[config.mk]
export PLATFORM = sky130hd
export DESIGN_NAME = mcs4_cycle_ctrl
export DESIGN_NICKNAME = d
export VERILOG_FILES = /design/src/rtl/mcs4_pkg.sv /design/src/rtl/mcs4_cycle_ctrl.sv
export SDC_FILE = /design/constraint.sdc
export NUM_CORES = 1
export LEC_CHECK = 0
export ABC_AREA = 1
export CAP_MARGIN = 20
export CORE_AREA = 2 2 73 75
export DETAILED_ROUTE_END_ITERATION = 8
export DIE_AREA = 0 0 75 77
export PLACE_DENSITY_LB_ADDON = 0.1
export SLEW_MARGIN = 40
export SYNTH_ARGS = -nofsm -noshare
export SYNTH_HDL_FRONTEND = slang
export SYNTH_SLANG_ARGS = --single-unit
[constraint.sdc]
create_clock -name clk -period 1.4 [get_ports clk]
set_clock_uncertainty 0.15 [all_clocks]
set_input_delay 0.28 -clock clk [delete_from_list [all_inputs] [get_ports clk]]
set_output_delay 0.28 -clock clk [all_outputs]
set_load 0.05 [all_outputs]
[src/rtl/mcs4_pkg.sv]
// mcs4 -- shared types and helpers for the 4004-style instruction cycle.
//   instr_cyc_t    : the eight bus phases A1..X3 of one instruction cycle
//   opr_code_t     : upper nibble (OPR) of an instruction byte
//   accum_opa_t    : OPA values of the accumulator group (OPR=ACCUM_GRP)
//   ioram_opa_t    : OPA values of the I/O and RAM group (OPR=IORAM_GRP)
//   instr_t        : one instruction byte split into OPR/OPA
//   ram_bank_sel_t : bank number selected by DCL
//   cm_ram_decode  : bank number to CM-RAM strobe mask
//   is_two_word    : true when a first word is followed by an operand word
package mcs4;

    typedef enum logic [2:0] {
        A1, A2, A3, M1, M2, X1, X2, X3
    } instr_cyc_t;

    typedef enum logic [3:0] {
        NOP, JCN, FIM_SRC, FIN_JIN, JUN, JMS, INC, ISZ,
        ADD, SUB, LD, XCH, BBL, LDM, IORAM_GRP, ACCUM_GRP
    } opr_code_t;

    typedef enum logic [3:0] {
        CLB, CLC, IAC, CMC, CMA, RAL, RAR, TCC,
        DAC, TCS, STC, DAA, KBP, DCL
    } accum_opa_t;

    typedef enum logic [3:0] {
        WRM, WMP, WRR, WPM, WR0, WR1, WR2, WR3,
        SBM, RDM, RDR, ADM, RD0, RD1, RD2, RD3
    } ioram_opa_t;

    typedef struct packed {
        opr_code_t   opr;
        logic [3:0]  opa;
    } instr_t;

    typedef logic [2:0] ram_bank_sel_t;

    // Bank 0 drives CM-RAM0 alone; banks 1..7 drive CM-RAM3..1 as a binary
    // code, which is simply the bank number shifted up one bit.
    function automatic logic [3:0] cm_ram_decode(input ram_bank_sel_t bank);
        logic [3:0] mask;
        if (bank == 3'd0) begin
            mask = 4'b0001;
        end else begin
            mask = {bank, 1'b0};
        end
        return mask;
    endfunction

    // FIM and FIN share their OPR with SRC and JIN; only the even-OPA forms
    // fetch a second word.
    function automatic logic is_two_word(input instr_t ins);
        logic two;
        case (ins.opr)
            JCN, JUN, JMS, ISZ: two = 1'b1;
            FIM_SRC, FIN_JIN:   two = ~ins.opa[0];
            default:            two = 1'b0;
        endcase
        return two;
    endfunction

endpackage

[src/rtl/mcs4_cycle_ctrl.sv]
// mcs4_cycle_ctrl -- 4004-style instruction-cycle controller.
// Steps the eight-phase A1..X3 cycle, puts the fetch address on the bus in
// A1..A3, captures the instruction byte in M1/M2, tracks two-word
// instructions and raises the CM-ROM / CM-RAM command strobes.
//   clk, rst_n   : clock, synchronous active-low reset
//   en_i         : phase-advance enable (0 freezes everything)
//   pc_i         : 12-bit fetch address, sampled on entry to A1
//   bus_i        : ROM nibbles during M1/M2
//   bus_o/_oe_o  : address nibble and its drive enable (A1..A3)
//   acc_i        : accumulator, low three bits become the RAM bank on DCL
//   cyc_o/sync_o : current phase, SYNC high in X3
//   cm_rom_o/cm_ram_o : command strobes
//   instr_o/operand_o : first word / second word of the current instruction
//   instr_vld_o, pc_inc_o : single-advance pulses in X1
//   word2_o      : high for the whole cycle that fetches a second word
module mcs4_cycle_ctrl
    import mcs4::*;
#(
    parameter int CYC_DIV = 1
) (
    input  logic        clk,
    input  logic        rst_n,
    input  logic        en_i,
    input  logic [11:0] pc_i,
    input  logic [3:0]  bus_i,
    output logic [3:0]  bus_o,
    output logic        bus_oe_o,
    input  logic [3:0]  acc_i,
    output instr_cyc_t  cyc_o,
    output logic        sync_o,
    output logic        cm_rom_o,
    output logic [3:0]  cm_ram_o,
    output instr_t      instr_o,
    output logic [7:0]  operand_o,
    output logic        instr_vld_o,
    output logic        word2_o,
    output logic        pc_inc_o
);

    localparam int DW = (CYC_DIV > 1) ? $clog2(CYC_DIV) : 1;
    localparam logic [DW-1:0] DIV_LAST = DW'(CYC_DIV - 1);

    logic [DW-1:0] div_cnt;
    logic          adv;
    instr_cyc_t    cyc_nxt;
    logic [11:0]   pc_q;
    logic [3:0]    hi_q;
    instr_t        fetched;
    logic          two_word_pend;
    ram_bank_sel_t bank_q;
    logic          instr_is_src;
    logic          instr_is_dcl;

    assign adv     = en_i && (div_cnt == DIV_LAST);
    assign cyc_nxt = instr_cyc_t'(cyc_o + 3'd1);
    assign fetched = {hi_q, bus_i};

    assign instr_is_src = (instr_o.opr == FIM_SRC) && instr_o.opa[0];
    assign instr_is_dcl = (instr_o.opr == ACCUM_GRP) &&
                          (accum_opa_t'(instr_o.opa) == DCL);

    // Pulses mark the single clock on which X1 is left, so they vanish
    // while the divider is still counting or the enable is low.
    assign pc_inc_o    = adv && (cyc_o == X1);
    assign instr_vld_o = pc_inc_o && !word2_o;

    // Phase divider: counts enabled clocks and wraps on the advance.
    always_ff @(posedge clk) begin
        if (!rst_n) begin
            div_cnt <= '0;
        end else if (en_i) begin
            if (adv) begin
                div_cnt <= '0;
            end else begin
                div_cnt <= div_cnt + 1'b1;
            end
        end
    end

    // Phase FSM with bus and strobe outputs registered for the phase being
    // entered. Reset parks in X3 so the first advance starts a clean A1.
    always_ff @(posedge clk) begin
        if (!rst_n) begin
            cyc_o    <= X3;
            sync_o   <= 1'b1;
            bus_o    <= 4'h0;
            bus_oe_o <= 1'b0;
            cm_rom_o <= 1'b0;
            cm_ram_o <= 4'h0;
            pc_q     <= 12'h000;
        end else if (adv) begin
            cyc_o    <= cyc_nxt;
            sync_o   <= (cyc_nxt == X3);
            bus_o    <= 4'h0;
            bus_oe_o <= 1'b0;
            cm_rom_o <= 1'b0;
            cm_ram_o <= 4'h0;
            case (cyc_nxt)
                A1: begin
                    pc_q     <= pc_i;
                    bus_o    <= pc_i[3:0];
                    bus_oe_o <= 1'b1;
                end
                A2: begin
                    bus_o    <= pc_q[7:4];
                    bus_oe_o <= 1'b1;
                end
                A3: begin
                    bus_o    <= pc_q[11:8];
                    bus_oe_o <= 1'b1;
                    cm_rom_o <= 1'b1;
                    cm_ram_o <= cm_ram_decode(bank_q);
                end
                M2: begin
                    // The OPR nibble is still on the bus here, so decode it live.
                    if (!word2_o && (opr_code_t'(bus_i) == IORAM_GRP)) begin
                        cm_rom_o <= 1'b1;
                        cm_ram_o <= cm_ram_decode(bank_q);
                    end
                end
                X2: begin
                    if (!word2_o && instr_is_src) begin
                        cm_rom_o <= 1'b1;
                        cm_ram_o <= cm_ram_decode(bank_q);
                    end
                end
                default: begin
                end
            endcase
        end
    end

    // Fetch, two-word tracking and DCL bank register. A second word only
    // fills operand_o and never arms another two-word sequence.
    always_ff @(posedge clk) begin
        if (!rst_n) begin
            hi_q          <= 4'h0;
            instr_o       <= '0;
            operand_o     <= 8'h00;
            word2_o       <= 1'b0;
            two_word_pend <= 1'b0;
            bank_q        <= 3'd0;
        end else if (adv) begin
            case (cyc_nxt)
                A1: begin
                    word2_o       <= two_word_pend;
                    two_word_pend <= 1'b0;
                end
                M2: begin
                    hi_q <= bus_i;
                end
                X1: begin
                    if (word2_o) begin
                        operand_o <= fetched;
                    end else begin
                        instr_o       <= fetched;
                        two_word_pend <= is_two_word(fetched);
                    end
                end
                X2: begin
                    if (!word2_o && instr_is_dcl) begin
                        bank_q <= acc_i[2:0];
                    end
                end
                default: begin
                end
            endcase
        end
    end

endmodule
---- Word level (Yosys, flattened, before mapping) ----
Cells that the tools add are included.
word-level totals
  bits in registers ....................... 52
  bits of input ports ..................... 23
  logic and storage cells ................. 72
cells by class
  add/subtract/negate cells ............... 2
  equal/unequal tests ..................... 18
  muxes and demuxes ....................... 13
  bitwise operators ....................... 3
  reduce and logical (&&, ||, !) cells .... 21
operators by type and width
  cell                                                 count
  one-hot mux 4 bit (3 select lines)                   2
  equality test 3 bit, second input constant           5
  equality test 4 x 2 -> 1 bit, second input constant  3
  equality test 4 x 3 -> 1 bit, second input constant  3
  equality test 4 bit, second input constant           3
  two-way mux 4 bit                                    3
  AND reduction 3 bit                                  4
  logical AND 1 bit                                    8
  logical NOT 3 bit                                    2
  two-way mux 1 bit                                    5
  equality test 4 x 1 -> 1 bit, second input constant  1
  one-hot mux 1 bit (2 select lines)                   2
  AND reduction 2 bit                                  2
  OR reduction 4 bit                                   1
  adder 3 x 1 -> 3 bit, second input constant          1
  equality test 3 x 1 -> 1 bit, second input constant  1
  equality test 3 x 2 -> 1 bit, second input constant  1
  NOT 1 bit                                            3
  one-hot mux 1 bit (3 select lines)                   1
  OR reduction 3 bit                                   1
  != test 2 bit, second input constant                 1
  nonzero test 2 bit                                   1
  OR reduction 2 bit                                   1
  adder 1 bit, second input constant                   1
  logical NOT 1 bit                                    1

---- Depth between registers and ports, before layout ----
Gate-level depths: netlist of the first run.
  word-level depth ........................ 5
  depth in mapped cells ................... 11
  mapped depth without buffers ............ 11

---- Least setup slack after synthesis of the first run ----
OpenSTA, ideal clock, no wires.
  path type ............................... register to output
  from .................................... reg cyc_o[0]
  to ...................................... out instr_vld_o
  arrival ................................. 2071 ps
  required time ........................... 970 ps
  setup slack ............................. -1101 ps
  cell stages (with the launch flop) ...... 4
  path buffers ............................ 0
  cells stage by stage .................... dfxtp_1 > ha_1 > inv_1 > nor3_1
between the ends
  cells in the longest elaborated chain, start to end .. 3
RTL lines
  item                    line                   RTL
  start, declared         mcs4_cycle_ctrl.sv:29  output instr_cyc_t cyc_o,
  start signal, assigned  mcs4_cycle_ctrl.sv:92  cyc_o <= cyc_nxt;
  equality test 3 bit     mcs4_cycle_ctrl.sv:64  assign pc_inc_o = adv && (cyc_o == X1);
  logical AND 1 bit       mcs4_cycle_ctrl.sv:64
  logical AND 1 bit       mcs4_cycle_ctrl.sv:65  assign instr_vld_o = pc_inc_o && !word2_o;
  end, declared           mcs4_cycle_ctrl.sv:35  output logic instr_vld_o,
Every way passes these cells.

---- Final worst setup path of the first run ----
  from .................................... reg cyc_o[0]
  to ...................................... reg instr_o[7] in the netlist's numbering
between the ends
  cells in the longest elaborated chain, start to end .. 3
RTL lines
  item                           line                    RTL
  adder 3 x 1 -> 3 bit           mcs4_cycle_ctrl.sv:55   assign cyc_nxt = instr_cyc_t'(cyc_o + 3'd1);
  equality test 3 bit            mcs4_cycle_ctrl.sv:144  case (cyc_nxt)
  AND reduction 3 bit (no line)  -
  end signal, assigned           mcs4_cycle_ctrl.sv:156  instr_o <= fetched;
  end, declared                  mcs4_cycle_ctrl.sv:33   output instr_t instr_o,
Every way passes these cells.
A chain may end at the register's enable or synchronous reset.

==> reports/metrics.yaml, run 1 <==
place:
  detailedPlacementHpwl_um: 3864
  place.port_buffers: 54
  finalWeightedCongestion: 0.8145
worst_setup_path:
  startpoint_type: "flip-flop"
  critPathSlowestCell: "sky130_fd_sc_hd__dfxtp_4"
  reg2regPathDepth: 10
  setup.worst_path.start: "cyc_o[0]"
  worst-setup-path-type: "reg2reg"
  endpoint_kind: "flip-flop"
  r2r-end: "instr_o[7]"
  timing.critical_path.arrival_ns: 1.87
  reg2reg_setup_slack_ns: -0.40
  critical_path_required_ns: 1.47
  cp-endpoint: "instr_o[7]"
  worst_r2r_src: "cyc_o[0]"
  timing.critical_path.cells: "buf_6 -> ha_4 -> inv_2 -> nand2_2 -> nand2_4 -> nand2_4 -> nor2_4 -> buf_6 -> o21ai_2 -> a21oi_1"
  cpPeakStageDelay_ns: 0.36
  critical_path_peak_fanout: 6
detailed_routing:
  route.antenna.remaining_nets: 0
  avgViaCountPerCell: 5.004
  wl_per_cell_um: 14.24
  detail_route.iter0.violations: 97
  drt_pre_antenna_iters: 4
  route.vias.total: 2257
  wirelength_um: 6423
  route.detailed.drc: 0
power_and_ir_drop:
  power_per_cell_area_nw_per_um2: 881.6
  leakage_nw: 1.593
  peakVddDrop_uv: 694.3
  power_mw: 3.531
cts:
  hold_buffers: 0
  clock_input_transition_at_the_sequential_cells_of_the_worst_setup_and_hold_paths_ns: 0.09
  worstSkewPairLatency_ns: 0.31
  clock_tree_root_driver_cell: "sky130_fd_sc_hd__clkbuf_8"
  cts_sinks: 48
  htree_levels: 2
  tritoncts: "done"
  cts-buffers-inserted: 5
  clockBufferDepth: 2
grt:
  wire_length_of_the_first_global_routing_pass_um: 9515
  maximum_number_of_pins_on_one_net_before_global_route_repair: 23
  grt_antenna_before_repair: 0
  grt-ovfl-total: 0
  groute.usage.overall_pct: 21.08
  grt_pass1_vias: 2093
synthesis:
  netlist-cell-type-count: 22
  asyncSetResetFlopFracSynth_pct: 0
  synth_enable_flop_cells: 0
  register_area_share_after_synthesis_pct: 46.72
  synth_top_flop_cell: "sky130_fd_sc_hd__dfxtp_1"
  mappedNetlistArea_sq_um: 2057
  netlist_instances: 279
  postSynthNetCount: 308
  ys_warn_count: 0
  syn_area_per_cell_sq_um: 7.373
  synth-seq-cells: 48
floorplan:
  count_of_standard_cell_rows: 26
  core-area_sq_um: 4977
  chipWidth_um: 75
  floorplan.io_pins: 56
  floorplan.initialDensity_pct: 41.33
  die_height_um: 77
  floorplan.die_area_sq_um: 5775
sta:
  timing.final.hold_violations: 0
  rsz0062_at_grt: "yes"
  tightest_slew_ns: 0.2753
  final_count_of_negative_setup_slack_endpoints: 49
  maxSlewHeadroom_pct: 81.60
  timing.final.crit_share_pct: 128.7
  layout_setup_ws_ns: -0.4015
  max_transition_viols_final: 0
  min_period_ns: 1.801
  max_freq_mhz: 555.1
layout:
  fin_nets: 409
  final_layout_size_suffix_gt1_share_pct: 49.61
  finalCoreUtilization_pct: 80.47
  area_growth_from_synthesis_to_layout_pct: 94.71
  insertedDiodeCount: 0
status:
  outcome: "finished with violations"
  violations_in_the_final_reports: "negative setup slack"
hold_path:
  hold_class: "in2reg"
job:
  drv.max_cap_violation_count: 0
[synthesized netlist by cell type (5+ instances only)]
cell type	n	area, sq um
sky130_fd_sc_hd__a21oi_1	30	150.1
sky130_fd_sc_hd__nand3_1	16	80.08
sky130_fd_sc_hd__clkbuf_1	5	18.77
sky130_fd_sc_hd__nand2_1	61	229.0
sky130_fd_sc_hd__inv_1	21	78.83
sky130_fd_sc_hd__dfxtp_1	48	960.9
sky130_fd_sc_hd__nor2_1	32	120.1
sky130_fd_sc_hd__nor2_2	5	31.28
sky130_fd_sc_hd__inv_2	6	22.52
sky130_fd_sc_hd__o21ai_0	24	120.1
sky130_fd_sc_hd__nand2_2	5	31.28
sky130_fd_sc_hd__nor3_1	9	45.04
sky130_fd_sc_hd__ha_1	6	75.07
[power breakdown]
group | switching (mW) | total, mW | leakage (nW) | internal (mW)
clock network | 0.489 | 1.03 | 0.0548 | 0.538
registers | 0.0622 | 1.49 | 0.393 | 1.42
logic | 0.524 | 1.02 | 1.15 | 0.494
[layer usage]
metal  up-vias  GRT usage (%)  share of wire [%]
met5         -              0                  0
li1       1103              -                  -
met2        61          33.16                 50
met4         0          9.107                3.7
met1      1070          28.03                 43
met3        23          3.417                4.0
[cell usage in the layout (no fill, tap or decap), drive strengths merged]
| cell type | instances |
|---|---|
| ha | 6 |
| buf | 80 |
| o21ai | 26 |
| nor2 | 38 |
| dfxtp | 48 |
| nand2 | 67 |
| clkinvlp | 1 |
| o211ai | 1 |
| clkdlybuf4s50 | 20 |
| a21oi | 30 |
| nand3 | 18 |
| bufinv | 1 |
| clkbuf | 6 |
| a22oi | 1 |
| nor3 | 9 |
| dlygate4sd2 | 1 |
| inv | 28 |
[layout make-up]
cell class,count,area (sq um)
timing repair buffer,102,1359
tap,70,87.58
sequential,48,978.4
fill,289,972.2
clock buffer,5,68.82
multi-input combinational,196,1334
inverter,27,131.4
clock inverter,3,46.29
[cell families after synthesis]
kind of cell / count (synthesis) / synth area share, %
flops: 48 / 46.72
buf+inv: 36 / 7.239
compound gates: 58 / 14.36
fa+ha+maj: 6 / 3.650
simple gates: 131 / 28.04
[per-stage QoR]
stage	std cells	area (sq um)	worst slack, ns	TNS, ns	hold slack [ns]
after floorplan	279	2153	-0.1744	-5.072	0.2093
after global placement	427	3346	-0.4568	-17.66	0.2977
after detailed placement	427	3346	-0.4692	-18.94	0.3024
after CTS	444	3695	-0.3601	-11.06	0.1433
after global routing	451	4005	-0.4777	-15.94	0.1628
final	451	4005	-0.4015	-11.92	0.1465
[what timing repair did]
item                                   in CTS  in global routing
endpoints found under the hold margin       0                  0
pin swaps                                  15                 30
gates cloned                                2                  1
resized for setup                          49                 72
buffers inserted                            7                  7
setup endpoints to repair                  50                 51
[sequential cells by signal, summed over array words and instances, names as in the netlist]
| signal | cells |
|---|---|
| bus_o | 4 |
| operand_o | 8 |
| cm_ram_o | 4 |
| cm_rom_o | 1 |
| two_word_pend | 1 |
| cyc_o | 3 |
| sync_o | 1 |
| word2_o | 1 |
| bus_oe_o | 1 |
| div_cnt | 1 |
| instr_o | 8 |
| hi_q | 4 |
| pc_q | 8 |
| bank_q | 3 |
[worst min-delay path by stage]
| stage | cells after the start | slack [ns] | startpoint | to |
|---|---|---|---|---|
| after floorplan | 1 | 0.21 | en_i | div_cnt |
| after CTS | 2 | 0.14 | en_i | div_cnt |
| final | 2 | 0.15 | en_i | div_cnt |
| after global placement | 2 | 0.30 | pc_q[6] | pc_q[6] |
| after global routing | 2 | 0.16 | en_i | div_cnt |
| after detailed placement | 2 | 0.30 | pc_q[6] | pc_q[6] |
[critical path, delay by kind of cell (launching register included)]
| family | cells | cell delay, ns |
|---|---|---|
| buffers and inverters | 3 | 0.34 |
| flip-flops | 1 | 0.36 |
| adder cells (fa/ha/maj) | 1 | 0.16 |
| AO/OA/AOI/OAI | 2 | 0.21 |
| AND/OR/NAND/NOR | 4 | 0.51 |
No activity file was read; power rests on OpenSTA's default activity.
==> run 2, diff against run 1 <==
CORE_AREA = 4 4 75 77   (was 2 2 73 75)
DIE_AREA = 0 0 79 81   (was 0 0 75 77)
==> run 2 against run 1 <==
  * The run still ends with negative setup slack left
  * Register-to-register slack gained 0.07 ns
  * Flip-flop and latch count is the same
  * Via count shrank 3.2%
  * Global-route usage shrank 2.4 points
  * Sequential share of layout area grew 0.58 points
  * First-iteration DRC count grew 43%
  * Setup slack gained 0.067 ns
  * Critical path type unchanged
==> reports/metrics.yaml, run 2 (synthesis gave the netlist of run 1 again) <==
floorplan:
  floorplan.die_area_sq_um: 6399  # was 5775 sq um
  core-area_sq_um: 5010  # was 4977 sq um
  floorplan.initialDensity_pct: 41.06  # was 41.33%
  count_of_standard_cell_rows: 26  # unchanged
  die_height_um: 81  # was 77 um
  floorplan.io_pins: 56  # unchanged
  chipWidth_um: 79  # was 75 um
sta:
  layout_setup_ws_ns: -0.3344  # was -0.4015 ns
  timing.final.hold_violations: 0  # unchanged
  rsz0062_at_grt: "yes"  # unchanged
  tightest_slew_ns: 0.3046  # was 0.2753 ns
  maxSlewHeadroom_pct: 79.63  # was 81.60%
  max_transition_viols_final: 0  # unchanged
  max_freq_mhz: 576.6  # was 555.1 MHz
  final_count_of_negative_setup_slack_endpoints: 48  # was 49
  timing.final.crit_share_pct: 123.9  # was 128.7%
  timing.hold.ws_ns: 0.2213  # was 0.1465 ns
  min_period_ns: 1.734  # was 1.801 ns
detailed_routing:
  route.detailed.drc: 0  # unchanged
  wirelength_um: 6203  # was 6423 um
  route.vias.total: 2185  # was 2257
  detail_route.iter0.violations: 139  # was 97
  route.antenna.remaining_nets: 0  # unchanged
  avgViaCountPerCell: 4.910  # was 5.004
  drt_pre_antenna_iters: 4  # unchanged
  wl_per_cell_um: 13.94  # was 14.24 um
place:
  finalWeightedCongestion: 0.8365  # was 0.8145
  detailedPlacementHpwl_um: 4101  # was 3864 um
  place.port_buffers: 54  # unchanged
  detailed_place.area_sq_um: 3311  # was 3346 sq um
  placedCellCount: 424  # was 427
layout:
  area_growth_from_synthesis_to_layout_pct: 90.45  # was 94.71%
  final_area_sq_um: 3918  # was 4005 sq um
  layoutNonFillerInstCount: 445  # was 451
  most_common_cell_after_layout_fill_and_taps_aside: "sky130_fd_sc_hd__nand2_1"  # unchanged
  final_layout_size_suffix_gt1_share_pct: 50.40  # was 49.61%
  largest_registers: "instr_o x8, operand_o x8, pc_q x8"  # unchanged
  fin_nets: 403  # was 409
  insertedDiodeCount: 0  # unchanged
  most-common-layout-cells: "sky130_fd_sc_hd__nand2_1 (44), sky130_fd_sc_hd__dfxtp_1 (39), sky130_fd_sc_hd__buf_12 (36), sky130_fd_sc_hd__buf_4 (28), sky130_fd_sc_hd__nor2_1 (27)"  # was sky130_fd_sc_hd__nand2_1 (46), sky130_fd_sc_hd__dfxtp_1 (40), sky130_fd_sc_hd__buf_12 (38), sky130_fd_sc_hd__nor2_1 (30), sky130_fd_sc_hd__buf_4 (30)
worst_setup_path:
  timing.critical_path.arrival_ns: 1.79  # was 1.87 ns
  critical_path_peak_fanout: 7  # was 6
  worst_r2r_src: "cyc_o[0]"  # unchanged
  endpoint_kind: "flip-flop"  # unchanged
  reg2reg_setup_slack_ns: -0.33  # was -0.40 ns
  r2r-end: "hi_q[1]"  # was instr_o[7]
  critical_path_required_ns: 1.45  # was 1.47 ns
  worst-setup-path-type: "reg2reg"  # unchanged
  startpoint_type: "flip-flop"  # unchanged
  reg2regPathDepth: 11  # was 10
status:
  violations_in_the_final_reports: "negative setup slack"  # unchanged
  outcome: "finished with violations"  # unchanged
cts:
  clockBufferDepth: 2  # unchanged
  cts_sinks: 48  # unchanged
  clock_tree_root_driver_cell: "sky130_fd_sc_hd__clkbuf_8"  # unchanged
  tritoncts: "done"  # unchanged
  hold_buffers: 0  # unchanged
  clock_input_transition_at_the_sequential_cells_of_the_worst_setup_and_hold_paths_ns: 0.09  # about the same
  htree_levels: 2  # unchanged
  worstSkewPairLatency_ns: 0.31  # about the same
  cts-buffers-inserted: 5  # unchanged
grt:
  maximum_number_of_pins_on_one_net_before_global_route_repair: 23  # unchanged
  grt_antenna_before_repair: 0  # unchanged
  wire_length_of_the_first_global_routing_pass_um: 9349  # was 9515 um
  grt_pass1_vias: 2069  # was 2093
  grt-ovfl-total: 0  # unchanged
  groute.usage.overall_pct: 18.66  # was 21.08%
hold_path:
  hold_path_sink: "div_cnt"  # unchanged
  hold_depth: 2  # unchanged
  hp-start: "en_i"  # unchanged
  hold_class: "in2reg"  # unchanged
power_and_ir_drop:
  power_per_cell_area_nw_per_um2: 838.5  # was 881.6 nW/um^2
  power_mw: 3.285  # was 3.531 mW
  leakage_nw: 1.555  # was 1.593 nW
  peakVddDrop_uv: 716.4  # was 694.3 uV
job:
  drv.max_cap_violation_count: 0  # unchanged
==> run 2: final cells by class <==
class	count	area (sq um)
well taps	70	87.58
flip-flops and latches	48	979.7
repair buffers	96	1267
inverters	27	128.9
clock inverters	3	18.77
multi-input cells	196	1366
clock buffers	5	68.82
fillers	335	1092
==> run 2: worst max path at each step <==
stage               cells after the start          end      from
detailed placement                      8      pc_q[7]      en_i
finish                                 11      hi_q[1]  cyc_o[0]
floorplan                               9      pc_q[4]  cyc_o[0]
global route                           11      hi_q[1]  cyc_o[0]
CTS                                     5  instr_vld_o  cyc_o[1]
global placement                        6  instr_vld_o      en_i
==> run 2: per-layer routing <==
layer / global-route usage [%] / routed length (um)
met5: 0 / 0
met4: 8.247 / 138
met3: 4.656 / 327
met2: 30.64 / 3082
met1: 23.25 / 2655
==> run 2: report_power, final <==
group          total (mW)  internal [mW]  leakage [nW]  switching (mW)
sequential           1.49           1.42         0.393          0.0654
combinational       0.993          0.472          1.11           0.522
clock               0.803          0.348        0.0479           0.455
total                3.28           2.24          1.55            1.04
==> run 2: stage by stage <==
stage	TNS (ns)	worst slack, ns	utilization [%]
floorplan	-5.072	-0.1744	-
global placement	-18.31	-0.4457	66.08
detailed placement	-19.74	-0.4666	66.08
CTS	-10.51	-0.3072	71.63
global route	-14.83	-0.3957	78.20
finish	-11.34	-0.3344	78.20
==> run 2: repair_timing <==
item | 4_1_cts | 5_1_grt
buffers inserted | 6 | 5
setup endpoints to repair | 47 | 50
pin swaps | 6 | 28
gates resized for setup | 40 | 86
gates cloned | 2 | 0
==> run 2: worst max-delay path: stages, from the launching register on <==
cell and delay (ns):
sky130_fd_sc_hd__dfxtp_4 0.36, sky130_fd_sc_hd__buf_6 0.13, sky130_fd_sc_hd__ha_4 0.17, sky130_fd_sc_hd__inv_4 0.05, sky130_fd_sc_hd__nand2_4 0.05, sky130_fd_sc_hd__nand2_8 0.11
sky130_fd_sc_hd__buf_4 0.13, sky130_fd_sc_hd__inv_4 0.04, sky130_fd_sc_hd__nor2_4 0.15, sky130_fd_sc_hd__nand2_4 0.11, sky130_fd_sc_hd__o21ai_2 0.13, sky130_fd_sc_hd__a21oi_1 0.05
==> run 3, diff against run 2 <==
ABC_AREA = unset   (was 1)
CORE_AREA = 4 4 94 60   (was 4 4 75 77)
DIE_AREA = 0 0 98 64   (was 0 0 79 81)
==> run 3 against run 2 <==
  * The flow still finishes with violations (negative setup slack)
  * Setup slack worse by 0.13 ns
  * Count of clock-buffer cells in the layout unchanged
  * Cell area about the same
  * Global-route usage up 0.61 points
  * Total power up 12%
  * Worst hold slack better by 0.019 ns
  * First-iteration DRC count unchanged
  * Fmax down 6.9%
  * Routed wire length up 7.6%
  * Sequential power about the same
  * Via count down 6.7%
  * Clock power up 27%
==> reports/metrics.yaml, run 3 <==
sta:
  rsz0062_at_grt: "yes"  # unchanged
  maxSlewHeadroom_pct: 69.11  # was 79.63%
  max_freq_mhz: 536.6  # was 576.6 MHz
  max_transition_viols_final: 0  # unchanged
  tightest_slew_ns: 0.4634  # was 0.3046 ns
  min_period_ns: 1.864  # was 1.734 ns
  final_count_of_negative_setup_slack_endpoints: 49  # was 48
  layout_setup_ws_ns: -0.4637  # was -0.3344 ns
  timing.final.crit_share_pct: 133.1  # was 123.9%
  timing.hold.ws_ns: 0.2402  # was 0.2213 ns
  timing.final.hold_violations: 0  # unchanged
grt:
  maximum_number_of_pins_on_one_net_before_global_route_repair: 17  # was 23
  grt_pass1_vias: 1861  # was 2069
  wire_length_of_the_first_global_routing_pass_um: 9584  # was 9349 um
  groute.usage.overall_pct: 19.27  # was 18.66%
  grt_antenna_before_repair: 0  # unchanged
  grt-ovfl-total: 0  # unchanged
detailed_routing:
  drt_pre_antenna_iters: 4  # unchanged
  met2_wirelength_um: 3107  # was 3082 um
  route.antenna.remaining_nets: 0  # unchanged
  route.detailed.drc: 0  # unchanged
  avgViaCountPerCell: 5.175  # was 4.910
  wirelength_um: 6672  # was 6203 um
  route.vias.total: 2039  # was 2185
  wl_per_cell_um: 16.93  # was 13.94 um
  top_signal_layer_used: "met4"  # unchanged
  met1_wire_length_um: 3064  # was 2655 um
  detail_route.iter0.violations: 139  # unchanged
  route.met3.wl_um: 347  # was 327 um
layout:
  final_area_sq_um: 3920  # was 3918 sq um
  largest_registers: "instr_o x8, operand_o x8, pc_q x8"  # unchanged
  area_growth_from_synthesis_to_layout_pct: 100.7  # was 90.45%
  most_common_cell_after_layout_fill_and_taps_aside: "sky130_fd_sc_hd__buf_4"  # was sky130_fd_sc_hd__nand2_1
  insertedDiodeCount: 0  # unchanged
  finalCoreUtilization_pct: 80.33  # was 78.20%
  most-common-layout-cells: "sky130_fd_sc_hd__buf_4 (42), sky130_fd_sc_hd__dfxtp_1 (41), sky130_fd_sc_hd__buf_12 (35), sky130_fd_sc_hd__buf_6 (24)"  # was sky130_fd_sc_hd__nand2_1 (44), sky130_fd_sc_hd__dfxtp_1 (39), sky130_fd_sc_hd__buf_12 (36), sky130_fd_sc_hd__buf_4 (28), sky130_fd_sc_hd__nor2_1 (27)
  fillCellCount: 282  # was 335
  fin_nets: 356  # was 403
  final_layout_size_suffix_gt1_share_pct: 51.52  # was 50.40%
floorplan:
  floorplan.die_area_sq_um: 6272  # was 6399 sq um
  count_of_standard_cell_rows: 20  # was 26
  chipWidth_um: 98  # was 79 um
  die_height_um: 64  # was 81 um
  floorplan.io_pins: 56  # unchanged
  floorplan.initialDensity_pct: 40.03  # was 41.06%
  core-area_sq_um: 4880  # was 5010 sq um
status:
  violations_in_the_final_reports: "negative setup slack"  # unchanged
  outcome: "finished with violations"  # unchanged
synthesis:
  mappedNetlistArea_sq_um: 1953  # was 2057 sq um
  synth.most_common_cell: "sky130_fd_sc_hd__dfxtp_1"  # was sky130_fd_sc_hd__nand2_1
  ys_warn_count: 0  # unchanged
  post-synth-top-area-fraction_pct: 49.20  # was 46.72%
  synth_top_flop_cell: "sky130_fd_sc_hd__dfxtp_1"  # unchanged
  syn_area_per_cell_sq_um: 9.481  # was 7.373 sq um
  netlist-cell-type-count: 34  # was 22
  synth_area_leader_cell: "sky130_fd_sc_hd__dfxtp_1"  # unchanged
  register_area_share_after_synthesis_pct: 49.20  # was 46.72%
  ys_top_cells_by_area: "sky130_fd_sc_hd__dfxtp_1 (49%), sky130_fd_sc_hd__mux2i_1 (10%), sky130_fd_sc_hd__nand2_1 (6.0%)"  # was sky130_fd_sc_hd__dfxtp_1 (47%), sky130_fd_sc_hd__nand2_1 (11%), sky130_fd_sc_hd__a21oi_1 (7.3%)
  netlist_instances: 206  # was 279
  synth_enable_flop_cells: 0  # unchanged
  synth_common_cells: "sky130_fd_sc_hd__dfxtp_1 (48), sky130_fd_sc_hd__nand2_1 (31), sky130_fd_sc_hd__nor2_1 (23)"  # was sky130_fd_sc_hd__nand2_1 (61), sky130_fd_sc_hd__dfxtp_1 (48), sky130_fd_sc_hd__nor2_1 (32)
  asyncSetResetFlopFracSynth_pct: 0  # unchanged
  synth-seq-cells: 48  # unchanged
  postSynthNetCount: 235  # was 308
worst_setup_path:
  startpoint_type: "flip-flop"  # unchanged
  endpoint_kind: "flip-flop"  # unchanged
  timing.critical_path.arrival_ns: 1.97  # was 1.79 ns
  critical_path_peak_fanout: 5  # was 7
  worst-setup-path-type: "reg2reg"  # unchanged
  critical_path_required_ns: 1.50  # was 1.45 ns
place:
  place.port_buffers: 54  # unchanged
  finalWeightedCongestion: 0.8499  # was 0.8365
  detailed_place.area_sq_um: 3348  # was 3311 sq um
  detailedPlacementHpwl_um: 4260  # was 4101 um
power_and_ir_drop:
  leakage_nw: 1.634  # was 1.555 nW
  power_per_cell_area_nw_per_um2: 938.7  # was 838.5 nW/um^2
  peakVddDrop_uv: 616.2  # was 716.4 uV
cts:
  worstSkewPairLatency_ns: 0.30  # was 0.31 ns
  hold_buffers: 0  # unchanged
  clock_tree_root_driver_cell: "sky130_fd_sc_hd__clkbuf_8"  # unchanged
  clock_input_transition_at_the_sequential_cells_of_the_worst_setup_and_hold_paths_ns: 0.09  # about the same
  htree_levels: 2  # unchanged
  clockBufferDepth: 2  # unchanged
  cts_sinks: 48  # unchanged
  cts-buffers-inserted: 5  # unchanged
  tritoncts: "done"  # unchanged
job:
  drv.max_cap_violation_count: 0  # unchanged
hold_path:
  hold_class: "in2reg"  # unchanged
## run 3: cell types whose count changed after synthesis, sizes merged, moves of 3 or more
cell / delta
a222oi: +4
a22o: +4
nand3: -11
nand2: -36
inv: -24
nor3: -5
nor2: -15
xor2: +3
mux2i: +20
and4b: +3
o21ai: -17
a21oi: -17
## run 3: cell families (layout without fill, tap and decap cells)
group / Yosys count / in the layout / share of synthesized area, %
AND/OR/NAND/NOR: 80 / 81 / 19.80
flip-flops: 48 / 48 / 49.20
AO/OA/AOI/OAI: 35 / 35 / 11.79
multiplexers: 20 / 20 / 10.25
buffers and inverters: 12 / 133 / 2.498
adder cells (fa/ha/maj): 6 / 6 / 3.844
XOR/XNOR: 5 / 5 / 2.627
## run 3: path summary, 6_finish.rpt
check	slack, ns	end	depth (start not counted)	startpoint
setup / recovery	-0.46	cm_ram_o[3]	8	cyc_o[0]
hold / removal	0.24	div_cnt	3	en_i
setup reg to reg	-0.46	cm_ram_o[3]	8	cyc_o[0]
hold reg to reg	0.33	word2_o	2	two_word_pend
## run 3: power breakdown
group	internal (mW)	switching (mW)
combinational	0.620	0.564
sequential	1.42	0.0573
clock	0.538	0.481
## run 3: critical path: stages, from the launching register on
cell	delay, ns
sky130_fd_sc_hd__dfxtp_4	0.36
sky130_fd_sc_hd__buf_12	0.13
sky130_fd_sc_hd__ha_4	0.18
sky130_fd_sc_hd__buf_6	0.13
sky130_fd_sc_hd__xor2_4	0.17
sky130_fd_sc_hd__nand4b_1	0.20
sky130_fd_sc_hd__a211oi_2	0.22
sky130_fd_sc_hd__buf_4	0.16
sky130_fd_sc_hd__a22o_1	0.11
## run 3: through the flow
step                      power [mW]  instances  worst slack, ns  TNS (ns)
after floorplan                1.877        206          -0.3659    -11.10
after global placement         2.310        369          -0.5575    -21.59
after detailed placement       2.323        369          -0.5647    -22.45
after CTS                      3.478        386          -0.4355    -16.08
after global routing           3.831        394          -0.5505    -20.64
final                          3.680        394          -0.4637    -17.70
## run 3: layout make-up
cell class | instances | area [sq um] | share of cell area (%)
repair buffers | 122 | 1495 | 38.14
multi-input cells | 147 | 1234 | 31.47
flip-flops and latches | 48 | 977.2 | 24.93
well taps | 66 | 82.58 | 2.107
clock buffers | 5 | 68.82 | 1.756
clock inverters | 3 | 46.29 | 1.181
inverters | 3 | 16.27 | 0.4149
## run 3: what timing repair did
item                       4_1_cts  5_1_grt
pin swaps                       15       34
gates cloned                     0        2
setup endpoints to repair       51       52
hold endpoints to repair         0        0
setup buffers                    9        9
gates resized for setup         40       54
## run 3: per-layer routing
| metal | up-vias | track usage (%) |
|---|---|---|
| met1 | 972 | 28.04 |
| met2 | 75 | 28.64 |
| met4 | 0 | 4.836 |
| li1 | 976 | - |
| met3 | 16 | 4.471 |
| met5 | - | 0 |
==> variant: new RTL, settings of run 1 <==
Add an input register stage for `en_i`, `pc_i`, `bus_i` and `acc_i`, without a reset; this delays them by one clock.
--- a/src/rtl/mcs4_cycle_ctrl.sv
+++ b/src/rtl/mcs4_cycle_ctrl.sv
@@ -40,6 +40,18 @@
     localparam int DW = (CYC_DIV > 1) ? $clog2(CYC_DIV) : 1;
     localparam logic [DW-1:0] DIV_LAST = DW'(CYC_DIV - 1);
 
+    logic en_q;
+    logic [11:0] pc_r;
+    logic [3:0] bus_q;
+    logic [3:0] acc_q;
+
+    always_ff @(posedge clk) begin
+        en_q  <= en_i;
+        pc_r  <= pc_i;
+        bus_q <= bus_i;
+        acc_q <= acc_i;
+    end
+
     logic [DW-1:0] div_cnt;
     logic          adv;
     instr_cyc_t    cyc_nxt;
@@ -51,9 +63,9 @@
     logic          instr_is_src;
     logic          instr_is_dcl;
 
-    assign adv     = en_i && (div_cnt == DIV_LAST);
+    assign adv     = en_q && (div_cnt == DIV_LAST);
     assign cyc_nxt = instr_cyc_t'(cyc_o + 3'd1);
-    assign fetched = {hi_q, bus_i};
+    assign fetched = {hi_q, bus_q};
 
     assign instr_is_src = (instr_o.opr == FIM_SRC) && instr_o.opa[0];
     assign instr_is_dcl = (instr_o.opr == ACCUM_GRP) &&
@@ -68,7 +80,7 @@
     always_ff @(posedge clk) begin
         if (!rst_n) begin
             div_cnt <= '0;
-        end else if (en_i) begin
+        end else if (en_q) begin
             if (adv) begin
                 div_cnt <= '0;
             end else begin
@@ -97,8 +109,8 @@
             cm_ram_o <= 4'h0;
             case (cyc_nxt)
                 A1: begin
-                    pc_q     <= pc_i;
-                    bus_o    <= pc_i[3:0];
+                    pc_q     <= pc_r;
+                    bus_o    <= pc_r[3:0];
                     bus_oe_o <= 1'b1;
                 end
                 A2: begin
@@ -113,7 +125,7 @@
                 end
                 M2: begin
                     // The OPR nibble is still on the bus here, so decode it live.
-                    if (!word2_o && (opr_code_t'(bus_i) == IORAM_GRP)) begin
+                    if (!word2_o && (opr_code_t'(bus_q) == IORAM_GRP)) begin
                         cm_rom_o <= 1'b1;
                         cm_ram_o <= cm_ram_decode(bank_q);
                     end
@@ -147,7 +159,7 @@
                     two_word_pend <= 1'b0;
                 end
                 M2: begin
-                    hi_q <= bus_i;
+                    hi_q <= bus_q;
                 end
                 X1: begin
                     if (word2_o) begin
@@ -159,7 +171,7 @@
                 end
                 X2: begin
                     if (!word2_o && instr_is_dcl) begin
-                        bank_q <= acc_i[2:0];
+                        bank_q <= acc_q[2:0];
                     end
                 end
                 default: begin
Behaviour: not the same (a bounded check fails within 4 cycles, from zero or initial values and one cycle with rst_n low).
==> variant against run 1 <==
- the flow still finishes with violations (negative setup slack)
- final cell count grew 11%
- global-route usage grew 9.0 points
- routed wire length grew 89%
- clock power grew 71%
- setup slack lost 0.26 ns
- first-iteration DRC count grew to 5.5 times the old value
- sequential cell count grew 20
- final area grew 19%
- synthesized area grew 25%
- total power grew 44%
- fmax shrank 13%
- critical path type is now reg -> out
==> variant: results <==
{
  "max_stage_delay_ns": 0.36,
  "viasPerCell": 6.26,
  "dr_wl_met3_mm": 1.11,
  "crit_family": "buffers and inverters",
  "post_synth_num_cell_types": 26,
  "synth_fp_nets": 343,
  "antenna_cells": 0,
  "wl_met1_mm": 4.06,
  "met2_wirelength_mm": 6.05,
  "reg2regPathDepth": 12,
  "grt_max_degree": 16,
  "drtIter0Drc": 536,
  "ys_seq_area_share_pct": 53.1,
  "hpwl_mm": 4.49,
  "final_nets": 456,
  "min_from": "bus_i[0]",
  "top_layer": "met4",
  "grt.total_usage_pct": 30.1,
  "cts-buffers-inserted": 9,
  "p_leak_uw": 0.00186,
  "yosys-top-cells-count": "dfxtp_1, nand2_1, a21oi_1",
  "regToRegSetupSlack_ns": -0.60,
  "violations": "negative setup slack",
  "grt_pass1_vias": 2726,
  "wl_per_cell_um": 24.2,
  "largest_reg_flops": 12,
  "finalWeightedCongestion": 0.879,
  "antenna_found_initial": 0,
  "synth.area.top_cells": "dfxtp_1, nand2_1, a21oi_1, nand3_1, nor2_1",
  "cpMaxStageDelayCell": "dfxtp_4",
  "yosysWarnings": 0,
  "clk_latency_ns": 0.37,
  "hold_depth": 1,
  "hold_end": "bus_q[0]$_DFF_P_",
  "ir_drop_mv": 1.07,
  "drive_above_1_share_pct": 52.1,
  "r2r_end": "cm_rom_o$_SDFFE_PN0P_",
  "rr_startpoint": "cyc_o[0]$_SDFFE_PN1P_",
  "worst_slew_pin_slew_ns": 0.476,
  "nFillCells": 100,
  "worst_slack_ns": -0.660,
  "grt_pass1_wl_mm": 13.0,
  "crit_fanout": 2,
  "arrival_ns": 1.63,
  "setup_viol": 58,
  "cts.htree.levels": 3,
  "hold_class": "in -> reg",
  "status": "finished, violations left",
  "dr.pass1.iters": 7
}
==> variant: area by class of cell <==
| type | count | share of cell area, % |
|---|---|---|
| timing repair buffer | 113 | 32.1 |
| multi-input combinational | 205 | 29.9 |
| sequential | 68 | 29.1 |
| clock buffer | 9 | 2.61 |
| inverter | 29 | 2.58 |
| tap | 70 | 1.84 |
| clock inverter | 7 | 1.71 |
| timing repair inverter | 1 | 0.158 |
==> variant: logic make-up (layout without fill, tap and decap cells) <==
kind of cell,count (synthesis),count (layout),share of synthesized area [%]
adder cells (fa/ha/maj),6,6,2.93
AO/OA/AOI/OAI,70,70,14.4
AND/OR/NAND/NOR,128,129,22.4
buffers and inverters,42,159,7.12
flip-flops,68,68,53.1
==> variant: how the worst max path moves through the flow <==
stage                          start                 endpoint  slack [ns]  cells past startpoint
6_report       cyc_o[1]$_SDFFE_PN1P_                 pc_inc_o       -0.66                      6
5_1_grt        cyc_o[1]$_SDFFE_PN1P_                 pc_inc_o       -0.67                      6
4_1_cts        cyc_o[1]$_SDFFE_PN1P_                 pc_inc_o       -0.41                      6
3_5_place_dp   cyc_o[1]$_SDFFE_PN1P_   bank_q[0]$_SDFFE_PN0P_       -0.29                      8
3_3_place_gp   cyc_o[1]$_SDFFE_PN1P_   bank_q[0]$_SDFFE_PN0P_       -0.25                      8
2_1_floorplan  cyc_o[0]$_SDFFE_PN1P_  instr_o[4]$_SDFFE_PN0P_       -0.23                     10
==> variant: power breakdown <==
group	switching [uW]	total, uW	internal (uW)
combinational	663	1210	551
clock	917	1760	848
sequential	85.7	2110	2020
total	1670	5090	3420
==> variant: metrics by stage <==
| stage | hold WS (ns) | setup slack (ns) | instance area (um^2) | cells | setup TNS, ns |
|---|---|---|---|---|---|
| 2_1_floorplan | 0.158 | -0.230 | 2660 | 314 | -7.94 |
| 3_3_place_gp | 0.277 | -0.249 | 3830 | 464 | -7.02 |
| 3_5_place_dp | 0.287 | -0.288 | 3830 | 464 | -7.92 |
| 4_1_cts | 0.206 | -0.406 | 4380 | 495 | -13.72 |
| 5_1_grt | 0.214 | -0.674 | 4750 | 502 | -21.83 |
| 6_report | 0.202 | -0.660 | 4750 | 502 | -20.02 |
==> variant: routing by layer <==
| metal | track usage, % | vias to the layer above |
|---|---|---|
| met1 | 36.6 | 1482 |
| met4 | 15.2 | 0 |
| met5 | 0 | - |
| li1 | - | 1255 |
| met2 | 48.2 | 288 |
| met3 | 7.75 | 118 |
==> variant: timing repair <==
| item | CTS | global route |
|---|---|---|
| endpoints found under the setup margin | 52 | 61 |
| setup buffers | 11 | 11 |
| pin swaps | 19 | 29 |
| cloned | 4 | 1 |
| hold buffers | 0 | 0 |
| resized for setup | 63 | 79 |
